--- src/rtl/load_store_unit_pkg.sv ---
// Shared constants, FSM encoding and alignment helper for the LSU.
// Imported by load_store_unit and load_extend.
package load_store_unit_pkg;

   localparam int unsigned TIMEOUT_CYCLES_DEF = 15;

   localparam logic [1:0] RS_LOAD = 2'b01;

   localparam logic [1:0] ST_SB = 2'b00;
   localparam logic [1:0] ST_SH = 2'b01;
   localparam logic [1:0] ST_SW = 2'b10;

   localparam logic [2:0] LD_LB  = 3'b000;
   localparam logic [2:0] LD_LH  = 3'b001;
   localparam logic [2:0] LD_LW  = 3'b010;
   localparam logic [2:0] LD_LBU = 3'b011;
   localparam logic [2:0] LD_LHU = 3'b100;

   typedef enum logic [1:0] {
      S_IDLE   = 2'b00,
      S_ACCESS = 2'b01,
      S_DONE   = 2'b10
   } state_t;

   // Undefined codes fall into the trap path too.
   function automatic logic is_bad(
      input logic       st,
      input logic [1:0] sc,
      input logic [2:0] lc,
      input logic [1:0] off
   );
      logic bad;
      bad = 1'b1;
      if (st) begin
         case (sc)
            ST_SB:   bad = 1'b0;
            ST_SH:   bad = off[0];
            ST_SW:   bad = |off;
            default: bad = 1'b1;
         endcase
      end else begin
         case (lc)
            LD_LB,
            LD_LBU:  bad = 1'b0;
            LD_LH,
            LD_LHU:  bad = off[0];
            LD_LW:   bad = |off;
            default: bad = 1'b1;
         endcase
      end
      return bad;
   endfunction

endpackage

--- src/rtl/load_store_unit_load_extend.sv ---
// Load lane select and sign/zero extension (combinational).
// Ports: rdata (memory word), off (byte offset), ld (load code) -> data.
module load_extend
   import load_store_unit_pkg::*;
(
   input  logic [31:0] rdata,
   input  logic [1:0]  off,
   input  logic [2:0]  ld,
   output logic [31:0] data
);

   logic [7:0]  b;
   logic [15:0] h;

   always_comb begin
      b = 8'(rdata >> {off, 3'b000});
      h = off[1] ? rdata[31:16] : rdata[15:0];
      case (ld)
         LD_LB:   data = {{24{b[7]}}, b};
         LD_LH:   data = {{16{h[15]}}, h};
         LD_LW:   data = rdata;
         LD_LBU:  data = {24'h0, b};
         LD_LHU:  data = {16'h0, h};
         default: data = '0;
      endcase
   end

endmodule

--- src/rtl/load_store_unit.sv ---
// Load/store unit: IDLE/ACCESS/DONE handshake to data memory.
// Core side: MemWrite/ResultSrc/Store/Load/ALUResult/WriteData in; ReadData/Stall/misaligned/timeout out. Memory side: dmem_* req/ack.
module load_store_unit
   import load_store_unit_pkg::*;
#(
   parameter int unsigned TIMEOUT_CYCLES = TIMEOUT_CYCLES_DEF
) (
   input  logic        clk,
   input  logic        reset,
   input  logic        MemWrite,
   input  logic [1:0]  ResultSrc,
   input  logic [1:0]  Store,
   input  logic [2:0]  Load,
   input  logic [31:0] ALUResult,
   input  logic [31:0] WriteData,
   output logic        dmem_req,
   output logic        dmem_we,
   output logic [31:0] dmem_addr,
   output logic [31:0] dmem_wdata,
   output logic [3:0]  dmem_be,
   input  logic [31:0] dmem_rdata,
   input  logic        dmem_ack,
   output logic [31:0] ReadData,
   output logic        Stall,
   output logic        misaligned,
   output logic        timeout
);

   localparam int unsigned CW = $clog2(TIMEOUT_CYCLES + 1);

   state_t        state_q, state_d;
   logic [CW-1:0] cnt_q, cnt_d;
   logic          we_q, we_d;
   logic [3:0]    be_q, be_d;
   logic [31:0]   addr_q, addr_d;
   logic [31:0]   wdata_q, wdata_d;
   logic [31:0]   rd_q, rd_d;
   logic [1:0]    off_q, off_d;
   logic [2:0]    ld_q, ld_d;
   logic          mis_q, mis_d;
   logic          to_q, to_d;

   logic          pending;
   logic          bad;
   logic          cnt_hit;
   logic [3:0]    be_n;
   logic [31:0]   wdata_n;
   logic [31:0]   ld_data;

   assign pending = MemWrite | (ResultSrc == RS_LOAD);
   assign bad     = is_bad(MemWrite, Store, Load, ALUResult[1:0]);
   assign cnt_hit = (cnt_q == CW'(TIMEOUT_CYCLES - 1));

   load_extend u_ext (
      .rdata (dmem_rdata),
      .off   (off_q),
      .ld    (ld_q),
      .data  (ld_data)
   );

   always_comb begin
      case (Store)
         ST_SB: begin
            be_n    = 4'b0001 << ALUResult[1:0];
            wdata_n = {4{WriteData[7:0]}};
         end
         ST_SH: begin
            be_n    = ALUResult[1] ? 4'b1100 : 4'b0011;
            wdata_n = {2{WriteData[15:0]}};
         end
         default: begin
            be_n    = 4'b1111;
            wdata_n = WriteData;
         end
      endcase
   end

   always_ff @(posedge clk or negedge reset) begin
      if (!reset) state_q <= S_IDLE;
      else        state_q <= state_d;
   end

   always_comb begin
      state_d = state_q;
      case (state_q)
         S_IDLE:   if (pending) state_d = bad ? S_DONE : S_ACCESS;
         S_ACCESS: if (dmem_ack || cnt_hit) state_d = S_DONE;
         S_DONE:   state_d = S_IDLE;
         default:  state_d = S_IDLE;
      endcase
   end

   always_comb begin
      dmem_req = (state_q == S_ACCESS);
      Stall    = pending && (state_q != S_DONE);
   end

   assign dmem_we    = we_q;
   assign dmem_be    = be_q;
   assign dmem_addr  = addr_q;
   assign dmem_wdata = wdata_q;
   assign ReadData   = rd_q;
   assign misaligned = mis_q;
   assign timeout    = to_q;

   always_comb begin
      cnt_d   = cnt_q;
      we_d    = we_q;
      be_d    = be_q;
      addr_d  = addr_q;
      wdata_d = wdata_q;
      rd_d    = rd_q;
      off_d   = off_q;
      ld_d    = ld_q;
      mis_d   = mis_q;
      to_d    = to_q;
      case (state_q)
         S_IDLE: begin
            if (pending && bad) begin
               mis_d = 1'b1;
               rd_d  = '0;
            end else if (pending) begin
               cnt_d   = '0;
               we_d    = MemWrite;
               be_d    = MemWrite ? be_n : 4'b1111;
               addr_d  = {ALUResult[31:2], 2'b00};
               wdata_d = MemWrite ? wdata_n : '0;
               off_d   = ALUResult[1:0];
               ld_d    = Load;
            end
         end
         S_ACCESS: begin
            // Ack beats a timeout landing on the same cycle.
            if (dmem_ack) begin
               we_d = 1'b0;
               be_d = '0;
               if (!we_q) rd_d = ld_data;
            end else if (cnt_hit) begin
               we_d = 1'b0;
               be_d = '0;
               to_d = 1'b1;
               if (!we_q) rd_d = '0;
            end else begin
               cnt_d = cnt_q + CW'(1);
            end
         end
         default: begin
            mis_d = 1'b0;
            to_d  = 1'b0;
         end
      endcase
   end

   always_ff @(posedge clk or negedge reset) begin
      if (!reset) begin
         cnt_q   <= '0;
         we_q    <= 1'b0;
         be_q    <= '0;
         addr_q  <= '0;
         wdata_q <= '0;
         rd_q    <= '0;
         off_q   <= '0;
         ld_q    <= '0;
         mis_q   <= 1'b0;
         to_q    <= 1'b0;
      end else begin
         cnt_q   <= cnt_d;
         we_q    <= we_d;
         be_q    <= be_d;
         addr_q  <= addr_d;
         wdata_q <= wdata_d;
         rd_q    <= rd_d;
         off_q   <= off_d;
         ld_q    <= ld_d;
         mis_q   <= mis_d;
         to_q    <= to_d;
      end
   end

endmodule
--- config.mk ---
export PLATFORM = sky130hd
export DESIGN_NAME = load_store_unit
export DESIGN_NICKNAME = d
export VERILOG_FILES = /design/src/rtl/load_store_unit_pkg.sv /design/src/rtl/load_store_unit_load_extend.sv /design/src/rtl/load_store_unit.sv
export SDC_FILE = /design/constraint.sdc
export NUM_CORES = 1
export LEC_CHECK = 0
export ABC_AREA = 1
export BUFFER_PORTS_ARGS = -buffer_cell sky130_fd_sc_hd__buf_2
export CELL_PAD_IN_SITES_DETAIL_PLACEMENT = 0
export CELL_PAD_IN_SITES_GLOBAL_PLACEMENT = 1
export CORE_UTILIZATION = 38
export CTS_CLUSTER_SIZE = 12
export DETAILED_ROUTE_END_ITERATION = 8
export GPL_ROUTABILITY_DRIVEN = 0
export PLACE_DENSITY = 0.84
export SYNTH_ARGS = -nofsm -noshare
export SYNTH_HDL_FRONTEND = slang
export SYNTH_SLANG_ARGS = --single-unit
--- constraint.sdc ---
create_clock -name clk -period 3.8 [get_ports clk]
set_input_delay 0.76 -clock clk [delete_from_list [all_inputs] [get_ports clk]]
set_output_delay 0.76 -clock clk [all_outputs]
set_load 0.01 [all_outputs]
; After elaboration in Yosys (flattened, before gate mapping)
; Index checks and enable logic that the tools add are counted.
[op_classes]
add_sub_neg = 1
eq_ne = 23
shift = 2
mux = 40
bitwise_logic = 4
n_reduce_logical = 18
[op_table]
columns = cell, n
row1 = 32-bit two-way mux, 6
row2 = 32-bit case mux with 5 select lines, 1
row3 = 32-bit case mux with 2 select lines, 2
row4 = 4-bit two-way mux, 10
row5 = 32-bit by 5-bit right shift with 8-bit output, 1
row6 = 4-bit case mux with 2 select lines, 3
row7 = 16-bit two-way mux, 1
row8 = "2-bit inequality test, second input constant", 7
row9 = "3-bit by 2-bit == test with 1-bit output, second input constant", 4
row10 = 1-bit two-way mux, 8
row11 = 4-bit AND reduction, 2
row12 = "2-bit by 1-bit == test with 1-bit output, second input constant", 3
row13 = "3-bit by 1-bit == test with 1-bit output, second input constant", 2
row14 = "3-bit == test, second input constant", 2
row15 = 3-bit logical NOT, 2
row16 = 2-bit two-way mux, 3
row17 = 1-bit case mux with 2 select lines, 3
row18 = 1-bit case mux with 3 select lines, 2
row19 = 3-bit AND reduction, 2
row20 = 2-bit OR reduction, 3
row21 = 5-bit AND reduction, 1
row22 = "4-bit by 1-bit adder with 4-bit output, second input constant", 1
row23 = "4-bit == test, second input constant", 1
row24 = 2-bit logical NOT, 2
row25 = 11 further kinds, 16
[totals]
reg_bits = 112
inputBits = 107
word_cells = 99

; Logic depth before layout (Yosys ltp)
; Gate-level depths: netlist (run 1).
[logic_depth]
depth_word = 7
ltp_mapped = 11

; Cells and area by module
; Synthesis (run 1) repeated with hierarchy kept, for this count alone.
[unflattened]
cells_unflattened = 839
area_unflattened_um2 = 6050.8
[modules_own_cells]
columns = module, n_inst, cells_per_inst, area_each_um2, seq_area_each_um2
row1 = load_store_unit, 1, 658, 5222.5, 2802.7
row2 = load_extend, 1, 181, 828.3, 0.0

; Least setup slack after synthesis (run 1)
; OpenSTA, ideal clock, no wires.
[synth_path]
path_kind = input port to output port
startpoint = in ResultSrc[1]
endpoint = out Stall
arrival_time_ns = 1.136
setup_slack_ns = 1.904
path_stages = 3
path_cell_list = inv_1 > a21oi_1 > a21oi_1
[synth_between]
elab_chain_cells = 3
[synth_rtl]
columns = element, line_no
row1 = "start, declared", load_store_unit.sv:11  ; input logic [1:0] ResultSrc,
row2 = 2-bit by 1-bit == test with 1-bit output, load_store_unit.sv:50  ; assign pending = MemWrite | (ResultSrc == RS_LOAD);
row3 = 1-bit OR, load_store_unit.sv:50
row4 = 1-bit logical AND, load_store_unit.sv:95  ; Stall = pending && (state_q != S_DONE);
row5 = "end, declared", load_store_unit.sv:24  ; output logic Stall,
; Every way passes these cells.

; Worst setup path after layout (run 1)
[layout_path]
startpoint = in ResultSrc[0]
endpoint = reg wdata_q[8] (netlist: dmem_wdata[8])
[layout_between]
elab_chain_cells = 5
[layout_rtl]
columns = element, line_no
row1 = 2-bit by 1-bit == test with 1-bit output (*), load_store_unit.sv:50
row2 = 1-bit OR (*), load_store_unit.sv:50
row3 = 1-bit logical AND, load_store_unit.sv:119  ; if (pending && bad) begin
row4 = 1-bit NOT (no source line), -
row5 = 3-bit AND reduction (no source line) (*), -
row6 = "end signal, assigned", load_store_unit.sv:171  ; wdata_q <= wdata_d;
row7 = "end, declared", load_store_unit.sv:36  ; logic [31:0] wdata_q, wdata_d;
; Every way passes the cells marked *; elsewhere a longest branch is shown, timed or not.
; A chain may end at the register's enable or synchronous reset.

==> run_results.csv, run 1 <==
group,metric,value,unit
outcome,status,"complete, no violations",
clock_tree,ctsHtreeMaxLevel,3,
critical_path,crit_fanout,80,
clock_tree,cts_buffers,9,
synthesis,synthFlopType,"dfrtp_1",
layout,area_growth,24.7,%
critical_path,cp-start-kind,"input pin",
synthesis,yosys-top-cells-area,"dfrtp_1, nand2_1, nand3_1",
critical_path,worstSetupEndpointType,"register",
layout,final_nets,1084,
pwr,p_sw,1.97,mW
detailed_routing,drt_iter0_markers,359,
clock_tree,clk_pin_slew,0.08,ns
timing,worst_pin_slew,0.892,ns
synthesis,synth_warnings,0,
die,die_area,0.0159,sq mm
timing,finalSetupViolCount,0,
timing,post-route-period-util,62.6,%
layout,layout_commonest_cell,"nand2_1",
detailed_routing,vias,5740,
critical_path,cp.required,4.08,ns
detailed_routing,viasPerCell,4.93,
clock_tree,cts_buffer_depth,2,
synthesis,netlist_area,0.00584,sq mm
clock_tree,ctsRootBufferMaster,"clkbuf_16",
pwr,p_leak,4.13,nW
detailed_routing,drtPass1Iterations,5,
global_route,first_global_vias,5486,
global_route,grt_util_met1,30.7,%
clock_tree,cts_hold_buf,0,
clock_tree,cts.sinks,112,
placement,port_buffers,209,
timing,hold_viol_final,0,
detailed_routing,drt_wl_total,17300,um
timing,setup_tns,0,ns
detailed_routing,drc,0,
die,start_util,39.6,%
timing,skew,0.00895,ns
die,core,0.0148,sq mm
placement,dp_hpwl,12400,um
placement,dp_cells,1148,
pwr,p_int,2.78,mW
pwr,power_frac_seq,38.9,%
synthesis,yosys_register_bits,112,
layout,diodes,0,
critical_path,arrival,2.66,ns
critical_path,worstSetupPathType,"in -> reg",
synthesis,seq_area_frac_synth,48.0,%
worst_hold_path,hp-class,"reg -> reg",
global_route,grt_overflow,0,
synthesis,synth_area_per_cell,7.39,sq um
global_route,antenna_found_initial,0,
detailed_routing,routedWlPerCell,14.9,um
global_route,grt_max_degree,81,
critical_path,r2r_slack,1.55,ns
synthesis,synth-edff-count,0,
detailed_routing,final_antenna_net_count,0,
clock_tree,cts-resized-gates,0,
synthesis,synthArstFlopShare,100,%
timing,rsz0062_at_grt,"no",
clock_tree,clkLatencyLatePin,0.36,ns
synthesis,synth_top_area_cell,"dfrtp_1",
synthesis,synthDistinctLibCells,31,
global_route,grt_pass1_wl,27800,um
clock_tree,cts_tree,"done",
die,pin_count,212,
global_route,gr-usage-met3,5.06,%
layout,multiInputGateArea,0.00257,sq mm
layout,drive_above_1_share,25.9,%
layout,fin_cells,1164,
die,fp.dieW,126,um
clock_tree,postCtsSetupBuffers,0,
synthesis,syn_inst,790,
timing,slew_headroom,40.5,%
pwr,p_comb_share,39.8,%
global_route,grt_usage,22.2,%
synthesis,synth_top_cell_area_share,48.0,%
pwr,p_sw_share,41.4,%
timing,drv_slew,0,
flow_run,cap_violations,0,
pwr,p_clk_share,21.3,%
pwr,ir_drop,0.354,mV
layout,n_fill_cell,1615,
pwr,power_density,651,mW/mm^2
timing,fmax,420,MHz
global_route,busiest_layer,"met2",
layout,layout_common_cells,"nand2_1, buf_2, dfrtp_1, nor2_1, nand3_1",
layout,final-seq-area,0.00280,sq mm
die,fp-row-count,44,
die,die_h,126,um
timing,period_needed,2.38,ns
global_route,use_met2,34.7,%
==> power by group through the flow <==
stage | registers (mW) | clock network [mW] | logic, mW
floorplan | 1.97 | 0 | 1.05
global placement | 1.87 | 0 | 1.88
detailed placement | 1.85 | 0 | 1.91
CTS | 1.84 | 1.03 | 1.91
global route | 1.90 | 1.08 | 2.12
finish | 1.84 | 1.01 | 1.89
==> critical path: stages <==
cell     delay [ns]
buf_2          0.09
a21oi_1        0.37
nor2_2         0.10
buf_4          0.25
nand2_4        0.57
buf_4          0.31
nand2_1        0.07
o21ai_1        0.08
==> cell usage after synthesis, types with 9 or more instances <==
master,instances
dfrtp_1,112
nor2_1,81
clkbuf_1,15
buf_2,24
a21oi_1,55
nand3_1,71
o21ai_0,29
inv_1,54
o211ai_1,16
nor3_1,9
nand2_1,256
o21ai_1,22
==> layer usage <==
| metal | share of wire [%] | wire length [um] |
|---|---|---|
| met5 | 0 | 0 |
| met4 | 1.4 | 245 |
| met3 | 6.9 | 1190 |
| met2 | 44 | 7680 |
| met1 | 47 | 8200 |
==> per-stage QoR <==
step / instance area (sq um) / setup WS [ns] / hold WS [ns] / util (%) / power (mW)
2_1_floorplan: 5840 / 1.90 / 0.453 / - / 3.02
3_3_place_gp: 6970 / 1.08 / 0.450 / 47.2 / 3.74
3_5_place_dp: 6970 / 1.04 / 0.457 / 47.2 / 3.76
4_1_cts: 7280 / 1.43 / 0.476 / 49.4 / 4.78
5_1_grt: 7280 / 1.19 / 0.494 / 49.4 / 5.10
6_report: 7280 / 1.42 / 0.470 / 49.4 / 4.74
==> path summary, 6_finish.rpt <==
path	from	to	cells past startpoint
min	dmem_addr[10]	dmem_addr[10]	2
max reg2reg	state_q[1]	dmem_wdata[8]	8
max in group asynchronous	reset	dmem_addr[18]	2
max	ResultSrc[0]	dmem_wdata[8]	8
min reg2reg	dmem_addr[10]	dmem_addr[10]	2
min in group asynchronous	reset	ReadData[3]	1
==> area by class of cell <==
class | count | share of cell area (%)
Clock buffer | 10 | 3.28
Clock inverter | 6 | 1.03
Inverter | 61 | 3.18
Timing Repair Buffer | 221 | 15.6
Sequential cell | 112 | 38.5
Multi-Input combinational cell | 570 | 35.2
Tap cell | 184 | 3.16
==> state kept, by name (all words and copies together) (netlist names) <==
register / flops
state_q: 2
cnt_q: 4
dmem_be: 4
ReadData: 32
dmem_addr: 30
dmem_wdata: 32
dmem_we: 1
ld_q: 3
misaligned: 1
timeout: 1
off_q: 2
==> kinds of logic after synthesis <==
| logic type | Yosys count | share of synthesized area, % |
|---|---|---|
| buf+inv | 109 | 8.21 |
| simple gates | 429 | 29.9 |
| compound gates | 135 | 13.1 |
| other cells | 1 | 0.0642 |
| xor+xnor | 2 | 0.300 |
| fa+ha+maj | 2 | 0.428 |
| flops | 112 | 48.0 |
No activity file was read; power rests on OpenSTA's default activity.
==> inputs of run 2 (changes only) <==
--- a/config.mk
+++ b/config.mk
@@ -9,11 +9,11 @@
 export BUFFER_PORTS_ARGS = -buffer_cell sky130_fd_sc_hd__buf_2
 export CELL_PAD_IN_SITES_DETAIL_PLACEMENT = 0
 export CELL_PAD_IN_SITES_GLOBAL_PLACEMENT = 1
-export CORE_UTILIZATION = 38
+export CORE_UTILIZATION = 32
 export CTS_CLUSTER_SIZE = 12
 export DETAILED_ROUTE_END_ITERATION = 8
 export GPL_ROUTABILITY_DRIVEN = 0
-export PLACE_DENSITY = 0.84
+export PLACE_DENSITY = 0.76
 export SYNTH_ARGS = -nofsm -noshare
 export SYNTH_HDL_FRONTEND = slang
 export SYNTH_SLANG_ARGS = --single-unit
==> constraint.sdc (replaced) <==
create_clock -name clk -period 2 [get_ports clk]
set_input_delay 0.4 -clock clk [delete_from_list [all_inputs] [get_ports clk]]
set_output_delay 0.4 -clock clk [all_outputs]
set_load 0.01 [all_outputs]
==> run_results.csv, run 2 (same netlist as run 1, synthesis figures left out) <==
group,metric,value,unit
clock_tree,clk_pin_slew,0.08,ns
global_route,grt_pass1_wl,29100,um
die,fp-row-count,49,
clock_tree,postCtsSetupBuffers,0,
global_route,antenna_found_initial,0,
detailed_routing,drt_iter0_markers,365,
clock_tree,cts_buffers,9,
detailed_routing,final_antenna_net_count,0,
timing,worst_pin_slew,0.561,ns
critical_path,worstSetupPathType,"reg -> out",
pwr,ir_drop,0.612,mV
pwr,p_comb_share,41.9,%
critical_path,crit_chain,"clkinv_1 > nand2_2 > inv_1 > buf_4 > buf_2",
timing,period_needed,1.77,ns
global_route,first_global_vias,5597,
clock_tree,ctsHtreeMaxLevel,3,
detailed_routing,routedWlPerCell,15.0,um
critical_path,crit_fanout,6,
die,core,0.0179,sq mm
clock_tree,clkLatencyLatePin,0.36,ns
placement,dp_cells,1207,
clock_tree,cts-resized-gates,0,
timing,fmax,564,MHz
pwr,p_leak,4.22,nW
detailed_routing,vias,5781,
global_route,grt_max_degree,44,
placement,dp_hpwl,13500,um
timing,rsz0062_at_grt,"no",
detailed_routing,drt_wl_total,18300,um
die,die_h,137,um
timing,setup_slack,0.226,ns
layout,diodes,0,
global_route,grt_usage,20.1,%
placement,dp_slack,0.244,ns
detailed_routing,viasPerCell,4.73,
flow_run,cap_violations,0,
pwr,p_int,5.25,mW
timing,setup_tns,0,ns
pwr,p_sw_share,42.0,%
critical_path,worst_path_max_delay_cell,"dfrtp_1",
critical_path,arrival,1.37,ns
layout,area_growth,28.5,%
timing,slew_headroom,62.6,%
pwr,power_frac_seq,38.1,%
layout,layout_commonest_cell,"nand2_1",
die,die_area,0.0188,sq mm
layout,layout_common_cells,"nand2_1, buf_2, dfrtp_1, nor2_1, nand3_1",
layout,drive_above_1_share,27.0,%
timing,post-route-period-util,88.7,%
clock_tree,ctsRootBufferMaster,"clkbuf_16",
layout,post-route-util,41.9,%
placement,port_buffers,209,
clock_tree,cts_tree,"done",
layout,n_fill_cell,1907,
critical_path,worstSetupEndpointType,"output port",
critical_path,cp.required,1.60,ns
timing,finalSetupViolCount,0,
detailed_routing,drtPass1Iterations,5,
pwr,total_power,9.05,mW
clock_tree,cts_hold_buf,0,
worst_hold_path,hp-class,"in -> async",
layout,final_nets,1098,
timing,drv_slew,0,
layout,fin_cells,1223,
die,fp.dieW,137,um
global_route,grt_overflow,0,
pwr,p_clk_share,20.0,%
detailed_routing,drc,0,
clock_tree,cts.sinks,112,
outcome,status,"complete, no violations",
timing,hold_viol_final,0,
critical_path,cp-start-kind,"register",
pwr,p_sw,3.80,mW
die,start_util,32.6,%
die,pin_count,212,
critical_path,critical-path-max-stage-delay,0.40,ns
pwr,power_density,1210,mW/mm^2
clock_tree,cts_buffer_depth,2,
timing,skew,0.0100,ns
==> run 2: cell count changes in the layout (fill, tap and decap cells not counted) <==
cell        change
buf_4           +8
buf_12          +6
inv_6           +2
bufinv_16       -1
clkbuf_8        -1
clkinv_8        +1
clkinvlp_4      -1
==> run 2: per-layer routing <==
metal | part of all wire [%] | track usage [%] | up-vias | routed length (um)
met3 | 7.5 | 5.33 | 9 | 1370
li1 | - | - | 2925 | -
met5 | 0 | 0 | - | 0
met1 | 48 | 28.1 | 2662 | 8740
met2 | 44 | 30.8 | 185 | 8090
met4 | 0.68 | 4.70 | 0 | 125
==> run 2: critical path: cells and delay by family, from the launching register on <==
family	cells	cell delay, ns
AND/OR/NAND/NOR	1	0.10
flip-flops	1	0.40
buffers and inverters	4	0.50
==> run 2: worst paths after layout <==
| path | start | endpoint | slack (ns) | cells past startpoint |
|---|---|---|---|---|
| min | reset | ReadData[5] | 0.03 | 1 |
| max | state_q[1] | dmem_req | 0.23 | 5 |
| max in group asynchronous | reset | dmem_wdata[15] | 1.39 | 2 |
| min in group clk | ALUResult[11] | dmem_addr[11] | 0.26 | 3 |
| min reg2reg | dmem_addr[17] | dmem_addr[17] | 0.47 | 2 |
| max reg2reg | off_q[1] | ReadData[17] | 0.26 | 8 |
==> run 2: layout make-up <==
type,count,area (sq um),share of cell area [%]
Clock buffer,9,225,3.00
Tap cell,229,287,3.82
Inverter,61,231,3.09
Multi-Input combinational cell,570,2570,34.2
Clock inverter,7,71.3,0.951
Sequential cell,112,2800,37.4
Timing Repair Buffer,235,1320,17.6
==> run 2: power groups by stage <==
stage	registers [mW]	clock network (mW)	logic, mW
floorplan	3.74	0	2.00
global placement	3.49	0	3.81
detailed placement	3.47	0	3.83
CTS	3.45	1.87	3.83
global route	3.56	1.96	4.30
finish	3.45	1.81	3.79
==> run 2: per-stage QoR <==
step | instance area [sq um] | hold slack (ns)
2_1_floorplan | 5840 | 0.104
4_1_cts | 7500 | 0.0430
3_5_place_dp | 7210 | 0.434
3_3_place_gp | 7210 | 0.434
6_report | 7500 | 0.0258
5_1_grt | 7500 | 0.0591
